===== config.mk =====
export PLATFORM = sky130hd
export DESIGN_NAME = secure_serdes_encryptor
export DESIGN_NICKNAME = d
export VERILOG_FILES = /design/src/rtl/serdes_pkg.sv /design/src/rtl/serdes_key_sched.sv /design/src/rtl/secure_serdes_encryptor.sv
export SDC_FILE = /design/constraint.sdc
export NUM_CORES = 1
export LEC_CHECK = 0
export BUFFER_PORTS_ARGS = -buffer_cell sky130_fd_sc_hd__buf_2
export CAP_MARGIN = 0
export CORE_ASPECT_RATIO = 2
export CORE_UTILIZATION = 50
export CTS_BUF_LIST = sky130_fd_sc_hd__clkbuf_2
export CTS_CLUSTER_DIAMETER = 150
export DETAILED_ROUTE_END_ITERATION = 6
export PLACE_DENSITY = 0.72
export SYNTH_ARGS = -nofsm -noshare
export SYNTH_HDL_FRONTEND = slang
export SYNTH_HIERARCHICAL = 1
export SYNTH_SLANG_ARGS = --single-unit

===== constraint.sdc =====
create_clock -name clk -period 2.92 [get_ports clk]
set_clock_uncertainty 0.2 [all_clocks]
set_input_delay 0.146 -clock clk [delete_from_list [all_inputs] [get_ports clk]]
set_output_delay 0.146 -clock clk [all_outputs]
set_load 0.05 [all_outputs]

===== src/rtl/serdes_pkg.sv =====
// Shared definitions for secure_serdes_encryptor: FSM encodings, default key, parameter check.
// The PARITY state exists only when SERDES_PARITY_EN is defined.
package serdes_pkg;

  localparam logic [2:0] ST_IDLE_ENC    = 3'd0;
  localparam logic [2:0] ST_SHIFT_ENC   = 3'd1;
  localparam logic [2:0] ST_ENCRYPT_ENC = 3'd2;
  localparam logic [2:0] ST_OUTPUT_ENC  = 3'd3;
  localparam logic [2:0] ST_PARITY_ENC  = 3'd4;

  typedef enum logic [2:0] {
    S_IDLE    = ST_IDLE_ENC,
    S_SHIFT   = ST_SHIFT_ENC,
    S_ENCRYPT = ST_ENCRYPT_ENC,
    S_OUTPUT  = ST_OUTPUT_ENC
`ifdef SERDES_PARITY_EN
    , S_PARITY = ST_PARITY_ENC
`endif
  } state_t;

  localparam logic [127:0] DEFAULT_KEY = 128'hA1B2_C3D4_E5F6_0123_4567_89AB_CDEF_1234;

  function automatic bit serdes_params_ok(input int data_w, input int key_w, input int frame_len);
    return (data_w >= 2) && (key_w >= data_w) && ((key_w % data_w) == 0) && (frame_len >= 1);
  endfunction

endpackage


===== src/rtl/serdes_key_sched.sv =====
// Key register for secure_serdes_encryptor: load on frame start, rotate right by one word, clear on abort.
module serdes_key_sched
  import serdes_pkg::*;
#(
  parameter int DATA_W = 8,
  parameter int KEY_W  = 128
) (
  input  logic              clk,
  input  logic              rst,
  input  logic              load,
  input  logic              rotate,
  input  logic              clear,
  input  logic [KEY_W-1:0]  key_in,
  output logic [DATA_W-1:0] slice
);

  logic [KEY_W-1:0] key_r;

  // Key register; clear wins over load, load over rotate
  always_ff @(posedge clk) begin
    if (rst) begin
      key_r <= '0;
    end else if (clear) begin
      key_r <= '0;
    end else if (load) begin
      key_r <= key_in;
    end else if (rotate) begin
      key_r <= (key_r >> DATA_W) | (key_r << (KEY_W - DATA_W));
    end else begin
      key_r <= key_r;
    end
  end

  assign slice = key_r[DATA_W-1:0];

endmodule


===== src/rtl/secure_serdes_encryptor.sv =====
// Deserialise two MSB-first streams, XOR each word pair with a rotating key slice, reserialise.
// Define SERDES_PARITY_EN to append an even-parity bit after every word.
module secure_serdes_encryptor
  import serdes_pkg::*;
#(
  parameter int DATA_W    = 8,
  parameter int KEY_W     = 128,
  parameter int FRAME_LEN = 4
) (
  input  logic             clk,
  input  logic             rst,
  input  logic             start,
  input  logic             abort,
  input  logic [KEY_W-1:0] key,
  input  logic             in_valid,
  input  logic             a_bit,
  input  logic             b_bit,
  output logic             cipher_out,
  output logic             cipher_valid,
  output logic             busy,
  output logic             done
);

  localparam int BCW = $clog2(DATA_W + 1);
  localparam int WIW = (FRAME_LEN > 1) ? $clog2(FRAME_LEN) : 1;
  localparam logic [BCW-1:0] BC_LAST = BCW'(DATA_W - 1);
  localparam logic [BCW-1:0] BC_FULL = BCW'(DATA_W);
  localparam logic [WIW-1:0] WI_LAST = WIW'(FRAME_LEN - 1);

  if (!serdes_params_ok(DATA_W, KEY_W, FRAME_LEN)) begin : g_param_check
    $error("secure_serdes_encryptor: illegal DATA_W/KEY_W/FRAME_LEN combination");
  end

  state_t            state_r, state_nxt_s;
  logic [DATA_W-1:0] a_r, a_nxt_s, b_r, b_nxt_s, word_r, word_nxt_s, slice_s;
  logic [BCW-1:0]    bit_cnt_r, bit_cnt_nxt_s;
  logic [WIW-1:0]    word_idx_r, word_idx_nxt_s;
  logic              cipher_out_nxt_s, cipher_valid_nxt_s, busy_nxt_s, done_nxt_s;
  logic              key_load_s, key_rotate_s, key_clear_s;
`ifdef SERDES_PARITY_EN
  logic              parity_r, parity_nxt_s;

  function automatic logic word_parity(input logic [DATA_W-1:0] w);
    return ^w;
  endfunction
`endif

  serdes_key_sched #(.DATA_W(DATA_W), .KEY_W(KEY_W)) u_key_sched (
    .clk    (clk),
    .rst    (rst),
    .load   (key_load_s),
    .rotate (key_rotate_s),
    .clear  (key_clear_s),
    .key_in (key),
    .slice  (slice_s)
  );

  // Next-state, datapath and output decode
  always_comb begin
    state_nxt_s        = state_r;
    a_nxt_s            = a_r;
    b_nxt_s            = b_r;
    word_nxt_s         = word_r;
    bit_cnt_nxt_s      = bit_cnt_r;
    word_idx_nxt_s     = word_idx_r;
    cipher_out_nxt_s   = 1'b0;
    cipher_valid_nxt_s = 1'b0;
    busy_nxt_s         = 1'b1;
    done_nxt_s         = done;
    key_load_s         = 1'b0;
    key_rotate_s       = 1'b0;
    key_clear_s        = 1'b0;
`ifdef SERDES_PARITY_EN
    parity_nxt_s       = parity_r;
`endif
    if ((state_r != S_IDLE) && abort) begin
      state_nxt_s = S_IDLE;
      busy_nxt_s  = 1'b0;
      key_clear_s = 1'b1;
    end else begin
      case (state_r)
        S_IDLE: begin
          if (start) begin
            key_load_s     = 1'b1;
            word_idx_nxt_s = '0;
            bit_cnt_nxt_s  = '0;
            a_nxt_s        = '0;
            b_nxt_s        = '0;
            done_nxt_s     = 1'b0;
            state_nxt_s    = S_SHIFT;
          end else begin
            busy_nxt_s = 1'b0;
          end
        end
        S_SHIFT: begin
          if (in_valid) begin
            a_nxt_s       = {a_r[DATA_W-2:0], a_bit};
            b_nxt_s       = {b_r[DATA_W-2:0], b_bit};
            bit_cnt_nxt_s = bit_cnt_r + BCW'(1);
            if (bit_cnt_r == BC_LAST) begin
              state_nxt_s = S_ENCRYPT;
            end else begin
              state_nxt_s = S_SHIFT;
            end
          end else begin
            state_nxt_s = S_SHIFT;
          end
        end
        S_ENCRYPT: begin
          word_nxt_s    = a_r ^ b_r ^ slice_s;
`ifdef SERDES_PARITY_EN
          parity_nxt_s  = word_parity(a_r ^ b_r ^ slice_s);
`endif
          key_rotate_s  = 1'b1;
          bit_cnt_nxt_s = '0;
          state_nxt_s   = S_OUTPUT;
        end
        S_OUTPUT: begin
          // bit_cnt == DATA_W only after the final word: one drain cycle so done lands with valid falling
          if (bit_cnt_r == BC_FULL) begin
            state_nxt_s = S_IDLE;
            busy_nxt_s  = 1'b0;
            done_nxt_s  = 1'b1;
          end else begin
            cipher_out_nxt_s   = word_r[DATA_W-1];
            cipher_valid_nxt_s = 1'b1;
            word_nxt_s         = {word_r[DATA_W-2:0], 1'b0};
            bit_cnt_nxt_s      = bit_cnt_r + BCW'(1);
            if (bit_cnt_r == BC_LAST) begin
`ifdef SERDES_PARITY_EN
              state_nxt_s   = S_PARITY;
              bit_cnt_nxt_s = '0;
`else
              if (word_idx_r == WI_LAST) begin
                state_nxt_s = S_OUTPUT;
              end else begin
                word_idx_nxt_s = word_idx_r + WIW'(1);
                a_nxt_s        = '0;
                b_nxt_s        = '0;
                bit_cnt_nxt_s  = '0;
                state_nxt_s    = S_SHIFT;
              end
`endif
            end else begin
              state_nxt_s = S_OUTPUT;
            end
          end
        end
`ifdef SERDES_PARITY_EN
        S_PARITY: begin
          if (bit_cnt_r != '0) begin
            state_nxt_s = S_IDLE;
            busy_nxt_s  = 1'b0;
            done_nxt_s  = 1'b1;
          end else begin
            cipher_out_nxt_s   = parity_r;
            cipher_valid_nxt_s = 1'b1;
            if (word_idx_r == WI_LAST) begin
              bit_cnt_nxt_s = BCW'(1);
              state_nxt_s   = S_PARITY;
            end else begin
              word_idx_nxt_s = word_idx_r + WIW'(1);
              a_nxt_s        = '0;
              b_nxt_s        = '0;
              bit_cnt_nxt_s  = '0;
              state_nxt_s    = S_SHIFT;
            end
          end
        end
`endif
        default: begin
          state_nxt_s = S_IDLE;
          busy_nxt_s  = 1'b0;
        end
      endcase
    end
  end

  // FSM state register
  always_ff @(posedge clk) begin
    if (rst) begin
      state_r <= S_IDLE;
    end else begin
      state_r <= state_nxt_s;
    end
  end

  // Datapath registers and registered outputs
  always_ff @(posedge clk) begin
    if (rst) begin
      a_r          <= '0;
      b_r          <= '0;
      word_r       <= '0;
      bit_cnt_r    <= '0;
      word_idx_r   <= '0;
      cipher_out   <= 1'b0;
      cipher_valid <= 1'b0;
      busy         <= 1'b0;
      done         <= 1'b0;
`ifdef SERDES_PARITY_EN
      parity_r     <= 1'b0;
`endif
    end else begin
      a_r          <= a_nxt_s;
      b_r          <= b_nxt_s;
      word_r       <= word_nxt_s;
      bit_cnt_r    <= bit_cnt_nxt_s;
      word_idx_r   <= word_idx_nxt_s;
      cipher_out   <= cipher_out_nxt_s;
      cipher_valid <= cipher_valid_nxt_s;
      busy         <= busy_nxt_s;
      done         <= done_nxt_s;
`ifdef SERDES_PARITY_EN
      parity_r     <= parity_nxt_s;
`endif
    end
  end

endmodule

==> impl_results.md <==
* Outcome: finished clean
* Max-cap violations at 0
* Net count, final at 1233
* Area growth, synth to finish at 34.1%
* Post-Route WL at 22900 um
* Sequential fraction of the synthesis area at 38.7%
* 1st-iter DRT viols at 284
* Ys flop type: dfxtp_1
* FF-to-FF End: u_key_sched/key_r[115]
* Num rows at 67
* PwrDens at 416 nW/um^2
* Reg clk slew, reported paths at 0.27 ns
* Final hold slack at 0.0891 ns
* Vias in the first global route at 7317
* Worst VDD drop at 0.250 mV
* # Post-CTS Setup Buffers at 0
* Reg2reg path depth at 7
* Largest net degree at the start of global routing at 64
* Post-synthesis net count at 943
* Post-synth top area cell: dfxtp_1
* Post-DRT Antenna Nets at 0
* Slew HR at 53.6%
* Final hold violations at 0
* Tmin final at 2.77 ns
* Number of synthesized flops with an enable pin at 0
* Ys async rst share at 0%
* Syn_area_per_cell at 10.6 um^2
* Bufs on Longest Clock Path at 2
* Top Ports at 139
* CP Class: flip-flop to flip-flop
* Die W at 94.1 um
* Worst endpoint required time at 3.33 ns
* Antenna violations before repair at 2
* Crit path max fanout at 13
* Yosys top cell area share at 38.7%
* Hold WC Path Type: input pin to flip-flop
* Fmax at 361 MHz
* YS warnings at 6
* Final Core Density at 68.1%
* # setup viols final at 0
* Cell depth of the worst hold path at 4
* Gr usage total at 26.2%
* Worst R2R Setup Slack at 0.15 ns
* R2R Path Start: state_r[0]
* RePlAce Congestion at 0.818
* CP Data Arrival Time at 3.18 ns
* Die ar. at 17500 um^2
* CTS Sinks at 164
* CTS tree: built
* Yosys cell types at 44
* Gr ovfl total at 0
* Critical path launch point type: flip-flop
* Leak at 0.00568 uW
* TritonCTS Buffers at 17
* Final Max Slew Viols at 0
* CTS Root Cell: clkbuf_2
* RSZ-0062 raised after global routing: no
* Clock latency on the worst-skew pair at 0.72 ns
* Gate Count Post-Synth at 801
* Post-Syn Area at 8480 um^2
* First-pass GRT wire length at 35200 um
* Core ar. at 16700 um^2
* Initial Utilization at 50.8%
* # port buffers at 138
* # DRC at 0
* Slew @ Worst Pin at 0.696 ns
* Die Y at 186 um
* Period utilization at 94.9%
* DP HPWL at 13400 um
* Layout cells sized above 1 at 30.0%
* First-pass detailed-route iteration total at 5
* Setup TNS at 0 ns
* CP endpoint kind: flip-flop
* DR vias/cell at 5.47
* Tot Pwr at 4720 uW
* Via count at 7177
* H-tree depth at 4
* Drt wl/cell at 17.4 um
* Hold_sp: key[104]
* Hold Path Sink: u_key_sched/key_r[104]
* Largest cells by area after synthesis: dfxtp_1 39%, mux2_2 17%, o211a_1 15%, nand2b_1 6.6%, or2b_1 3.5%
* FF+latch count, synth at 164
## report_power, final
part / internal, uW / switching [uW] / leakage, uW / total (uW)
sequential: 2430 / 112 / 0.00135 / 2540
clock: 255 / 868 / 0.000130 / 1120
combinational: 627 / 438 / 0.00420 / 1060
## worst max-delay path, stage by stage, from the launching register on
cell and delay (ns):
dfxtp_1 0.41, inv_1 0.09, ha_1 0.28, nor2b_1 0.13, nor2_4 0.44, mux2_2 0.39
o211a_1 0.19, dlygate4sd3_1 0.55
## per-stage QoR
stage               cell area [um^2]  worst slack [ns]  std cells
finish                         11400             0.150       1313
global route                   11400            0.0193       1313
CTS                            11300             0.154       1307
detailed placement              9260             0.484       1090
global placement                9260             0.520       1090
floorplan                       8480             0.559        801
## cell type report
type | instances | area [um^2]
Clock buffer | 18 | 90.1
Fill cell | 1219 | 5320
Sequential cell | 164 | 3280
Timing Repair Buffer | 351 | 2900
Tap cell | 207 | 259
Clock inverter | 14 | 118
Multi-Input combinational cell | 548 | 4670
Antenna cell | 2 | 5.00
Inverter | 9 | 38.8
## cells in the mapped netlist, drive strengths merged (3+ instances only)
cell type / n
clkbuf: 42
a311oi: 7
nand3: 4
nor3: 3
nor2: 18
dfxtp: 164
ha: 7
a21oi: 20
inv: 7
or2b: 40
nand4: 20
nor2b: 5
buf: 38
nand2: 17
nand2b: 89
o21ai: 22
o211a: 128
mux2: 128
xnor2: 14
## state kept, by name, indices dropped and copies added (netlist names)
| name | cells |
|---|---|
| u_key_sched/key_r | 128 |
| a_r | 8 |
| b_r | 8 |
| word_r | 8 |
| bit_cnt_r | 4 |
| state_r | 2 |
| word_idx_r | 2 |
| busy | 1 |
| cipher_out | 1 |
| cipher_valid | 1 |
| done | 1 |
## cell families (layout without fill, tap and decap cells)
logic type	after synthesis	after routing	synth area share, %
simple gates	207	207	15.1
flops	164	164	38.7
fa+ha+maj	7	7	1.03
mux	130	130	17.2
compound gates	189	189	19.8
xor+xnor	15	15	1.71
buf+inv	89	392	6.36
other cells	0	2	0
## cells in the final DEF, fill, tap and decap left out, types with 7 or more instances in the layout
| cell type | n |
|---|---|
| dlygate4sd3_1 | 189 |
| dfxtp_1 | 164 |
| buf_2 | 138 |
| mux2_2 | 128 |
| o211a_1 | 128 |
| nand2b_1 | 89 |
| or2b_1 | 40 |
| o21ai_0 | 22 |
| nand4_1 | 20 |
| a21oi_1 | 20 |
| clkbuf_2 | 18 |
| nand2_1 | 17 |
| nor2_1 | 16 |
| xnor2_1 | 14 |
| buf_4 | 13 |
| buf_12 | 11 |
| inv_6 | 7 |
| a311oi_1 | 7 |
## what timing repair did
action	in CTS	in global routing
hold endpoints to repair	163	4
hold buffers	185	4
setup endpoints to repair	0	1
gates resized for setup	0	1
## how the worst max path moves through the flow
stage               slack, ns                endpoint  depth (start not counted)       start
CTS                      0.15  u_key_sched/key_r[115]                          7  state_r[0]
detailed placement       0.48                  a_r[7]                          6  state_r[1]
floorplan                0.56  u_key_sched/key_r[100]                          9  state_r[0]
global route             0.02  u_key_sched/key_r[115]                          7  state_r[0]
finish                   0.15  u_key_sched/key_r[115]                          7  state_r[0]
global placement         0.52                  b_r[5]                          6  state_r[1]
## routing by layer
layer	vias up	track usage, %	wire length [um]
met4	0	15.8	1340
li1	3487	-	-
met1	3426	26.1	8340
met5	-	0	0
met2	196	49.7	12600
met3	68	4.07	583
(Power assumes the default switching activity.)
